`src/rtl/top_core_spi.sv`:
```
// top_core_spi: SPI-slave controlled GPIO register bank.
// An external SPI master (mode 0, MSB first) sends frames of CMD[7:0], ADDR[31:0]
// and DATA[31:0]. CMD 8'h02 writes a register and CMD 8'h03 reads one. GPIO_OUT
// drives gpio_o. spi_sclk, spi_cs and spi_sdi0 are oversampled in clk_i.
// Optional feature macro: SPI_READ_EN. It builds the read path: the CMD 8'h03
// decode, the register read mux and the spi_sdo0 shifter. Without it, spi_sdo0
// is constant 0.
// Ports:
//   clk_i, rst_i        system clock; asynchronous active-high reset
//   fetch_enable_i      reported in STATUS[0]
//   en_ifetch_i         reported in STATUS[1]
//   spi_sclk/cs/sdi0..3 SPI slave inputs (sdi1..3 unused)
//   spi_sdo0..3         serial read data on sdo0; sdo1..3 tied 0
//   spi_mode            constant 2'b00 (single-bit link)
//   gpio_o              GPIO_OUT register value
//   o_dbg_state         frame FSM state: 0 IDLE, 1 CMD, 2 ADDR, 3 WDATA, 4 RDATA, 5 DONE
// Handshake: the link has no valid/ready. A bit is valid at each synchronized
// sclk rising edge while cs is low. A frame is accepted only when all 72 bits
// arrive before cs rises.
module top_core_spi #(
    parameter logic [31:0] GPIO_BASE = 32'h3001_0000,
    parameter logic [31:0] ID_VALUE  = 32'h5350_4731
) (
    input  logic        clk_i,
    input  logic        rst_i,
    input  logic        fetch_enable_i,
    input  logic        en_ifetch_i,
    input  logic        spi_sclk,
    input  logic        spi_cs,
    input  logic        spi_sdi0,
    input  logic        spi_sdi1,
    input  logic        spi_sdi2,
    input  logic        spi_sdi3,
    output logic        spi_sdo0,
    output logic        spi_sdo1,
    output logic        spi_sdo2,
    output logic        spi_sdo3,
    output logic [1:0]  spi_mode,
    output logic [31:0] gpio_o,
    output logic [2:0]  o_dbg_state
);

    typedef enum logic [2:0] {
        S_IDLE  = 3'd0,
        S_CMD   = 3'd1,
        S_ADDR  = 3'd2,
        S_WDATA = 3'd3,
        S_RDATA = 3'd4,
        S_DONE  = 3'd5
    } state_t;

    state_t      r_state;
    logic [2:0]  r_sclk_s;   // [1:0] synchronizer, [2] previous value for edge detect
    logic [1:0]  r_cs_s;
    logic [1:0]  r_sdi_s;
    logic [4:0]  r_bit_cnt;
    logic [31:0] r_shift;
    logic [7:0]  r_cmd;
    logic [31:0] r_addr;
    logic [31:0] r_wdata;
    logic        r_wr_pend;
    logic [31:0] r_gpio;

    logic        w_rise;
    logic        w_fall;
    logic        w_cs_n;
    logic        w_sdi;
    logic [31:0] w_shift_in;

    assign w_rise     = r_sclk_s[1] & ~r_sclk_s[2];
    assign w_fall     = ~r_sclk_s[1] & r_sclk_s[2];
    assign w_cs_n     = r_cs_s[1];
    assign w_sdi      = r_sdi_s[1];
    assign w_shift_in = {r_shift[30:0], w_sdi};

    assign spi_sdo1    = 1'b0;
    assign spi_sdo2    = 1'b0;
    assign spi_sdo3    = 1'b0;
    assign spi_mode    = 2'b00;
    assign gpio_o      = r_gpio;
    assign o_dbg_state = r_state;

`ifdef SPI_READ_EN
    logic [31:0] r_rd;
    logic        r_sdo;
    logic [31:0] w_rd_val;

    assign spi_sdo0 = r_sdo;

    // Read mux, evaluated on the completed address so it can be latched at
    // the last ADDR bit.
    always_comb begin
        w_rd_val = 32'h0;
        if (w_shift_in[31:8] == GPIO_BASE[31:8]) begin
            case (w_shift_in[7:0])
                8'h00:   w_rd_val = ID_VALUE;
                8'h04:   w_rd_val = {30'b0, en_ifetch_i, fetch_enable_i};
                8'h14:   w_rd_val = r_gpio;
                8'h1C:   w_rd_val = 32'h0;
                8'h20:   w_rd_val = 32'h0;
                default: w_rd_val = 32'hDEAD_BEEF;
            endcase
        end
    end
`else
    assign spi_sdo0 = 1'b0;
`endif

    always_ff @(posedge clk_i or posedge rst_i) begin
        if (rst_i) begin
            r_state   <= S_IDLE;
            r_sclk_s  <= 3'b000;
            r_cs_s    <= 2'b11;
            r_sdi_s   <= 2'b00;
            r_bit_cnt <= 5'd0;
            r_shift   <= 32'h0;
            r_cmd     <= 8'h0;
            r_addr    <= 32'h0;
            r_wdata   <= 32'h0;
            r_wr_pend <= 1'b0;
            r_gpio    <= 32'h0;
`ifdef SPI_READ_EN
            r_rd      <= 32'h0;
            r_sdo     <= 1'b0;
`endif
        end else begin
            r_sclk_s  <= {r_sclk_s[1:0], spi_sclk};
            r_cs_s    <= {r_cs_s[0], spi_cs};
            r_sdi_s   <= {r_sdi_s[0], spi_sdi0};
            r_wr_pend <= 1'b0;

            // The commit runs one cycle after the 72nd rising edge. The frame
            // is already complete at that point, so a later cs rise cannot cancel it.
            if (r_wr_pend) begin
                if (r_addr == GPIO_BASE + 32'h14)
                    r_gpio <= r_wdata;
                else if (r_addr == GPIO_BASE + 32'h1C)
                    r_gpio <= r_gpio | r_wdata;
                else if (r_addr == GPIO_BASE + 32'h20)
                    r_gpio <= r_gpio & ~r_wdata;
            end

            if (w_cs_n) begin
                r_state   <= S_IDLE;
                r_bit_cnt <= 5'd0;
`ifdef SPI_READ_EN
                r_sdo     <= 1'b0;
`endif
            end else begin
                case (r_state)
                    S_IDLE: begin
                        r_state   <= S_CMD;
                        r_bit_cnt <= 5'd0;
                    end
                    S_CMD: if (w_rise) begin
                        r_shift   <= w_shift_in;
                        r_bit_cnt <= r_bit_cnt + 5'd1;
                        if (r_bit_cnt == 5'd7) begin
                            r_cmd     <= w_shift_in[7:0];
                            r_bit_cnt <= 5'd0;
                            r_state   <= S_ADDR;
                        end
                    end
                    S_ADDR: if (w_rise) begin
                        r_shift   <= w_shift_in;
                        r_bit_cnt <= r_bit_cnt + 5'd1;
                        if (r_bit_cnt == 5'd31) begin
                            r_addr    <= w_shift_in;
                            r_bit_cnt <= 5'd0;
                            if (r_cmd == 8'h02)
                                r_state <= S_WDATA;
`ifdef SPI_READ_EN
                            else if (r_cmd == 8'h03) begin
                                r_state <= S_RDATA;
                                r_rd    <= w_rd_val;
                            end
`endif
                            else
                                r_state <= S_DONE;
                        end
                    end
                    S_WDATA: if (w_rise) begin
                        r_shift   <= w_shift_in;
                        r_bit_cnt <= r_bit_cnt + 5'd1;
                        if (r_bit_cnt == 5'd31) begin
                            r_wdata   <= w_shift_in;
                            r_wr_pend <= 1'b1;
                            r_state   <= S_DONE;
                        end
                    end
                    S_RDATA: begin
`ifdef SPI_READ_EN
                        // Each falling edge presents the next bit, starting with bit 31.
                        if (w_fall) begin
                            r_sdo <= r_rd[31];
                            r_rd  <= {r_rd[30:0], 1'b0};
                        end
`endif
                        if (w_rise) begin
                            r_bit_cnt <= r_bit_cnt + 5'd1;
                            if (r_bit_cnt == 5'd31)
                                r_state <= S_DONE;
                        end
                    end
                    default: r_state <= S_DONE;  // DONE holds until cs rises
                endcase
            end
        end
    end

endmodule

```
`config.mk`:
```
export PLATFORM = sky130hd
export DESIGN_NAME = top_core_spi
export DESIGN_NICKNAME = d
export VERILOG_FILES = /design/src/rtl/top_core_spi.sv
export SDC_FILE = /design/constraint.sdc
export NUM_CORES = 1
export LEC_CHECK = 0
export BUFFER_PORTS_ARGS = -buffer_cell sky130_fd_sc_hd__clkbuf_2
export CAP_MARGIN = 15
export CORE_UTILIZATION = 40
export DETAILED_ROUTE_END_ITERATION = 16
export SKIP_LAST_GASP = 1
export SLEW_MARGIN = 20
export SYNTH_ARGS = -nofsm -noshare
export SYNTH_HDL_FRONTEND = slang
export SYNTH_SLANG_ARGS = --single-unit
```
`constraint.sdc`:
```
create_clock -name clk_i -period 4.3 [get_ports clk_i]
set_clock_uncertainty 0.05 [all_clocks]
set_input_delay 0.43 -clock clk_i [delete_from_list [all_inputs] [get_ports clk_i]]
set_output_delay 0.43 -clock clk_i [all_outputs]
set_load 0.01 [all_outputs]
```
== Yosys cells after proc, flatten, opt, wreduce, memory -nomap -nowiden ==
Cells that the tools add are included.

* Add/subtract/negate cells: 1
* Eq/ne operators: 16
* Multiplexer cells: 23
* Bitwise gates (word level): 6
* Reductions and logical operators: 12

{| class="wikitable"
|+ Operator list
! cell !! count
|-
| 32-bit by 30-bit == test with 1-bit output (second input constant) || 3
|-
| 32-bit two-way mux || 3
|-
| 32-bit bitwise AND || 1
|-
| 32-bit NOT || 1
|-
| 32-bit bitwise OR || 1
|-
| 5-bit two-way mux || 6
|-
| 3-bit two-way mux || 8
|-
| 5-bit case mux with 4 select lines || 1
|-
| 4-bit AND reduction || 4
|-
| 3-bit inequality test (second input constant) || 4
|-
| 3-bit case mux with 4 select lines || 1
|-
| 8-bit by 2-bit == test with 1-bit output (second input constant) || 1
|-
| 3-bit by 2-bit == test with 1-bit output (second input constant) || 2
|-
| 3-bit by 1-bit inequality test with 1-bit output (second input constant) || 2
|-
| 6-bit AND reduction || 1
|-
| 5-bit by 1-bit adder with 5-bit output (second input constant) || 1
|-
| 5-bit by 3-bit == test with 1-bit output (second input constant) || 1
|-
| 5-bit == test (second input constant) || 1
|-
| 5-bit nonzero test || 1
|-
| 1-bit two-way mux || 4
|-
| 3-bit by 1-bit == test with 1-bit output (second input constant) || 1
|-
| 3-bit == test (second input constant) || 1
|-
| 3-bit zero test || 1
|-
| 3-bit AND reduction || 1
|-
| other kinds (6) || 7
|}

* Register bits: 151
* Input port bits: 10
* Logic and storage cells: 69

== Depth between registers and ports, before layout ==
Gate-level depths: netlist of run 1.

* Depth in word-level cells: 6
* Mapped depth: 7
* Gate-level depth less buffers: 7

== Worst setup path after synthesis of run 1 ==
Ideal clock, no wire load.

* Kind: reg-to-reg
* From: register r_bit_cnt[0]
* To: register r_wdata[10]
* Library setup time: 127 ps
* Arrival: 1878 ps
* Setup slack: 2245 ps
* Stages on the path, launching flop included: 7
* Period minus slack after synthesis: 2055 ps
* Cells stage by stage: dfrtp_1 ha_1 and3_1 ha_1 nand4_1 clkbuf_1 mux2_1

* Word-level cells in the longest chain between the ends: 2

{| class="wikitable"
|+ RTL lines
! element !! line !! RTL
|-
| start: declaration || 56 || <nowiki>logic [4:0] r_bit_cnt;</nowiki>
|-
| start signal: assignment || 157 || <nowiki>r_bit_cnt <= r_bit_cnt + 5'd1;</nowiki>
|-
| start signal: assignment || 166 || <nowiki>r_bit_cnt <= r_bit_cnt + 5'd1;</nowiki>
|-
| start signal: assignment || 184 || <nowiki>r_bit_cnt <= r_bit_cnt + 5'd1;</nowiki>
|-
| 5-bit == test || 185 || <nowiki>if (r_bit_cnt == 5'd31) begin</nowiki>
|-
| 4-bit AND reduction (no source line) || - ||
|-
| end signal: assignment || 186 || <nowiki>r_wdata <= w_shift_in;</nowiki>
|-
| end: declaration || 60 || <nowiki>logic [31:0] r_wdata;</nowiki>
|}

No other way between the ends.
A chain may end at the register's enable or synchronous reset.

==> qor.txt, run 1 <==
Top flip-flop cell by instance count after synthesis: dfrtp_1
Crit-path cells: nor4b_1 > nand4_1 > or4b_1 > buf_4 > o211ai_1
Sum of negative setup slack: 0 ns
Drt drc: 0
R2r setup slk: 1.89 ns
CTS H-tree lvls: 4
R2R Path Start: r_addr[15]
Area added between synthesis and finish: 13.7%
Mapped Cells: 528
Yosys top cell by area: dfrtp_1
Longest Clk Path Bufs: 2
Total GRT Usage: 16.7%
Global route overflow: 0
Worst EP arrival: 2.68 ns
Worst rel slew slack: 47.1%
CP startpoint kind: flop
Placed cells: 757
Final GP Congestion: 0.774
Slew Viols, Final: 0
Hold-fix buffers, CTS: 0
Status: finished, final reports clean
Post-route clock period utilization: 56.1%
Die Footprint: 0.0171 mm2
Number of distinct library cells after synthesis: 50
Crit-path max cell delay: 0.75 ns
Tmin final: 2.41 ns
Final-report setup violation count: 0
Met2 Use GR: 26.8%
RSZ-0062 raised after global routing: no
DR vias: 4168
Layout cell share with drive strength beyond 1: 16.7%
Routed WL per cell: 16.4 um
CP Max Fanout: 23
WP data required: 4.57 ns
Busiest grt layer: met2
HP Class: in2reg
Post-route cell area: 0.00755 mm2
Largest net degree at the start of global routing: 152
Clk slew on worst S/H paths: 0.06 ns
FF+latch count, synth: 151
Initial drt markers: 174
Routed Antenna Nets: 0
Synth top area share: 56.2%
Post-synth EDFFs: 0
Num rows: 46
Die H: 131 um
Final nets: 572
# diodes: 0
Syn avg cell area: 12.6 um2
Worst slew pin tran: 0.790 ns
Hold Violations, Final: 0
Leakage: 3.66 nW
Buffers on Ports: 39
Pwr Total: 0.00290 W
Vias in the first global route: 4345
Fmax: 0.415 GHz
Synth warnings: 0
Non-filler cells, final: 784
Setup repair bufs after CTS: 0
Max IR drop VDD: 0.273 mV
DP Area: 0.00701 mm2
CTS Buf Count: 17
Fillers: 1427
Total Wirelength: 12.9 mm
Mapped Area: 0.00664 mm2
Max cap viols: 0
CP Capture Type: flop
Crit path from: r_addr[15]
Met3 Resource Use GR: 4.32%
Post-CTS Resized: 0
Ports: 51
DRT Pass-1 Iters: 4
Grt met1 use: 22.1%
Seq/Total Area, Yosys: 57.0%
Core Box Area: 0.0161 mm2
Clock sinks: 151
Initial Util: 41.3%
TritonCTS clock tree: yes
Die width: 131 um
First-pass GRT wire length: 21.9 mm
R2r worst-path depth: 5
Pwr dens: 384 mW/mm2
CP max-delay cell: or4b_1
Synth async-reset ratio: 100%
Worst-Skew Late Latency: 0.41 ns
Area contributors post-synth: dfrtp_1, mux2_1, o31ai_1
Post-DP HPWL: 7.79 mm
Initial antenna violation count: 0
Clock Root Buffer: clkbuf_16
Vias per std cell: 5.32
Setup CP Type: reg2reg
where the power goes:
part	switching [W]	total (W)	leakage, nW	internal, W
Sequential	0.0000309	0.00148	2.08	0.00145
Combinational	0.0000425	0.0000628	1.33	0.0000203
Clock	0.000522	0.00136	0.256	0.000841
worst max-delay path, delay by kind of cell (launching register included):
family,cells,cell delay [ns]
simple gates,3,1.34
flops,1,0.38
buf+inv,1,0.35
compound gates,1,0.21
layer usage:
layer  wire [um]  vias up  share of wire (%)
met5           0        -                  0
met1        6130     2145                 48
met3         428       10                3.3
met4         110        0               0.86
li1            -     1957                  -
met2        6180       56                 48
area by class of cell:
| type | instances | area (um2) | area share [%] |
|---|---|---|---|
| clock buffer | 24 | 492 | 6.51 |
| clock inverter | 3 | 45.0 | 0.597 |
| inverter | 38 | 146 | 1.94 |
| multi-input combinational | 304 | 2540 | 33.6 |
| sequential | 151 | 3780 | 50.1 |
| tap | 216 | 270 | 3.58 |
| timing repair buffer | 48 | 275 | 3.65 |
cells in the final DEF, fill, tap and decap left out, types with 4 or more instances in the layout:
cell / instances
nor2b_1: 32
clkbuf_8: 4
nor2_1: 8
dfrtp_1: 149
buf_4: 8
inv_1: 37
nand4_1: 4
conb_1: 6
mux2_1: 90
o21ai_0: 29
o31ai_1: 32
o211ai_1: 30
o21ai_1: 4
clkbuf_16: 17
nor4_1: 4
clkbuf_2: 39
nand3_1: 4
mux2_2: 14
synthesized netlist by cell type, drive strengths merged (2+ instances only):
| cell | instances |
|---|---|
| dfrtp | 149 |
| mux2 | 104 |
| inv | 38 |
| o21ai | 34 |
| nor2b | 32 |
| o211ai | 32 |
| o31ai | 32 |
| clkbuf | 23 |
| buf | 17 |
| nor2 | 8 |
| nor4 | 6 |
| nand3 | 5 |
| nand4 | 4 |
| and4b | 3 |
| nand2 | 3 |
| nand2b | 3 |
| nor3 | 3 |
| a22o | 2 |
| and2 | 2 |
| dfstp | 2 |
| ha | 2 |
| nand4b | 2 |
| nor4b | 2 |
| o2bb2ai | 2 |
metrics by stage:
step	hold slack, ns	setup WS, ns	util (%)
4_1_cts	0.0308	1.86	47.0
6_report	0.0485	1.89	47.0
5_1_grt	0.0344	1.76	47.0
3_3_place_gp	0.286	1.90	43.6
3_5_place_dp	0.291	1.88	43.7
2_1_floorplan	0.281	1.92	-
kinds of logic after synthesis:
kind of cell / count (synthesis) / share of synthesized area (%)
compound gates: 107 / 11.1
fa+ha+maj: 3 / 0.528
buf+inv: 78 / 5.24
flops: 151 / 57.0
mux: 104 / 17.6
other cells: 1 / 0.0565
simple gates: 84 / 8.48
worst min path at each step:
| stage | startpoint | to | slack (ns) | depth (start not counted) |
|---|---|---|---|---|
| global placement | r_sdi_s[0] | r_sdi_s[1] | 0.29 | 0 |
| finish | spi_cs | r_cs_s[0] | 0.05 | 1 |
| detailed placement | r_sclk_s[0] | r_sclk_s[1] | 0.29 | 0 |
| global route | spi_cs | r_cs_s[0] | 0.03 | 1 |
| floorplan | r_sclk_s[0] | r_sclk_s[1] | 0.28 | 0 |
| CTS | spi_cs | r_cs_s[0] | 0.03 | 1 |
Note: power is estimated with default switching activity, not from simulation.
==> run 2: changes to the inputs <==
==> constraint.sdc (replaced) <==
create_clock -name clk_i -period 1.95 [get_ports clk_i]
set_clock_uncertainty 0.05 [all_clocks]
set_input_delay 0.195 -clock clk_i [delete_from_list [all_inputs] [get_ports clk_i]]
set_output_delay 0.195 -clock clk_i [all_outputs]
set_load 0.01 [all_outputs]
==> run 2 against run 1 <==
Net effect: total power rose by 130%; the run now ends with negative setup slack left; sequential share of layout area down 3.6 points; first-iteration DRC count up 15%; clock-buffer cell count down 1; core utilization increased by 3.6 points.
==> qor.txt, run 2 (synthesis results as in run 1) <==
Die width: 131 um (unchanged)
Worst-Skew Late Latency: 0.42 ns (about the same)
Drt drc: 0 (unchanged)
Crit-path max cell delay: 0.61 ns (-0.14 ns)
CP Max Fanout: 9 (-61%)
Status: finished, violations left
Hold Violations, Final: 0 (unchanged)
Post-route clock period utilization: 101% (+45 points)
Final GP Congestion: 0.760 (-1.8%)
Most frequent cells in the layout: dfrtp_1, mux2_1, clkbuf_2
Setup CP Type: reg2reg
CP startpoint kind: flop
Initial Util: 41.3% (unchanged)
# diodes: 0 (unchanged)
Non-filler cells, final: 818 (+4.3%)
Routed WL per cell: 17.5 um (+6.6%)
Die Footprint: 0.0171 mm2 (unchanged)
CTS H-tree lvls: 4 (unchanged)
Worst rel slew slack: 57.7% (+11 points)
CP max-delay cell: or4b_4
Clock sinks: 151 (unchanged)
DR vias: 4374 (+4.9%)
Clk slew on worst S/H paths: 0.06 ns (about the same)
Leakage: 3.91 nW (+6.7%)
TritonCTS clock tree: yes
R2r worst-path depth: 5 (unchanged)
Tmin final: 1.97 ns (-0.438 ns)
RSZ-0062 raised after global routing: yes
Vias in the first global route: 4397 (+1.2%)
Global route overflow: 0 (unchanged)
Largest net degree at the start of global routing: 74 (-51%)
Final worst slack: -0.0225 ns (-1.91 ns)
Total Wirelength: 14.3 mm (+11%)
Max cap viols: 0 (unchanged)
First-pass GRT wire length: 22.4 mm (+2.1%)
Sum of negative setup slack: -0.0726 ns (-0.0726 ns)
Final nets: 601 (+5.1%)
Final-report setup violation count: 9 (+9)
HP Class: in2async
Fillers: 1365 (-4.3%)
R2r setup slk: -0.02 ns (-1.91 ns)
Initial drt markers: 200 (+15%)
Slew Viols, Final: 0 (unchanged)
Crit-path cells: nor4b_4 > nand4_1 > or4b_4 > buf_6 > o211ai_1
Core Box Area: 0.0161 mm2 (unchanged)
WP data required: 2.23 ns (-2.34 ns)
Post-DP HPWL: 8.41 mm (+7.9%)
Post-route cell area: 0.00813 mm2 (+7.7%)
Buffers on Ports: 39 (unchanged)
Worst slew pin tran: 0.635 ns (-0.155 ns)
Initial antenna violation count: 0 (unchanged)
Clock Root Buffer: clkbuf_16
Routed Antenna Nets: 0 (unchanged)
Max IR drop VDD: 0.643 mV (+140%)
Worst EP arrival: 2.25 ns (-0.43 ns)
Pwr dens: 817 mW/mm2 (+110%)
R2R Path Start: r_addr[17]
Total GRT Usage: 17.4% (+0.65 points)
Layout cell share with drive strength beyond 1: 24.6% (+7.9 points)
DRT Pass-1 Iters: 4 (unchanged)
Die H: 131 um (unchanged)
CTS Buf Count: 17 (unchanged)
Longest Clk Path Bufs: 2 (unchanged)
Num rows: 46 (unchanged)
Footprint of the multi-input gates: 0.00267 mm2 (+5.0%)
Fmax: 0.507 GHz (+22%)
CP Capture Type: flop
Placed cells: 770 (+1.7%)
Vias per std cell: 5.35 (+0.58%)
Ports: 51 (unchanged)
Sequential cell area: 0.00378 mm2 (unchanged)
Commonest non-fill, non-tap cell in the layout: dfrtp_1
DP Area: 0.00715 mm2 (+2.0%)
Violated checks: negative setup slack
Area added between synthesis and finish: 22.5%
## run 2: cell types whose count changed in the layout (fill, tap and decap cells not counted), moves of 2 or more
cell / previous run / this run
mux2_1: 90 / 82
clkbuf_16: 17 / 20
clkinv_2: 0 / 6
mux2_4: 0 / 8
and4b_1: 3 / 1
buf_16: 0 / 2
dlygate4sd3_1: 0 / 4
buf_6: 0 / 5
ha_1: 2 / 0
nor4_1: 4 / 2
buf_4: 8 / 17
buf_8: 0 / 2
buf_12: 1 / 5
## run 2: worst max-delay path by stage
stage	from	endpoint	slack [ns]	depth (start not counted)
5_1_grt	r_addr[0]	flop	-0.10	5
3_5_place_dp	r_addr[15]	flop	-0.19	5
6_report	r_addr[17]	flop	-0.02	5
2_1_floorplan	rst_i	asynchronous set/reset pin	-0.20	1
4_1_cts	r_addr[17]	flop	-0.03	5
3_3_place_gp	r_addr[1]	flop	-0.09	5
## run 2: power breakdown
part           internal, W  switching, W  total, W
Combinational    0.0000629      0.000103  0.000166
Clock              0.00200       0.00122   0.00323
Sequential         0.00319     0.0000628   0.00325
## run 2: critical path: cells and delay by family, from the launching register on
kind | cells | cell delay, ns
and+or+nand+nor | 3 | 1.06
buffers and inverters | 1 | 0.18
AOI/OAI and AO/OA | 1 | 0.18
DFF | 1 | 0.40
## run 2: timing repair
action / 4_1_cts / 5_1_grt
setup buffers: 4 / 2
endpoints found under the setup margin: 67 / 99
cloned: 2 / 4
hold endpoints to repair: 17 / 0
pin swaps: 4 / 7
hold buffers: 4 / 0
gates resized for setup: 13 / 23
## run 2: layout make-up
cell class              count  area share [%]
flip-flops and latches    151            46.5
multi-input cells         304            32.8
repair buffers             77            8.36
clock buffers              23            6.00
well taps                 216            3.33
inverters                  38            1.80
clock inverters             9            1.20
## run 2: routing by layer
layer	track usage [%]	wire [um]	up-vias
li1	-	-	2019
met3	4.48	523	19
met1	22.0	6590	2237
met4	6.15	193	0
met2	28.8	6990	99
met5	0	0	-
## run 2: per-stage QoR
stage               power [W]  util (%)  setup WS (ns)  hold WS (ns)
floorplan             0.00340         -         -0.196         0.149
global placement      0.00346      44.5        -0.0893         0.174
detailed placement    0.00347      44.5         -0.188         0.178
CTS                   0.00672      49.3        -0.0342         0.284
global route          0.00688      50.6         -0.103         0.312
finish                0.00664      50.6        -0.0225         0.281
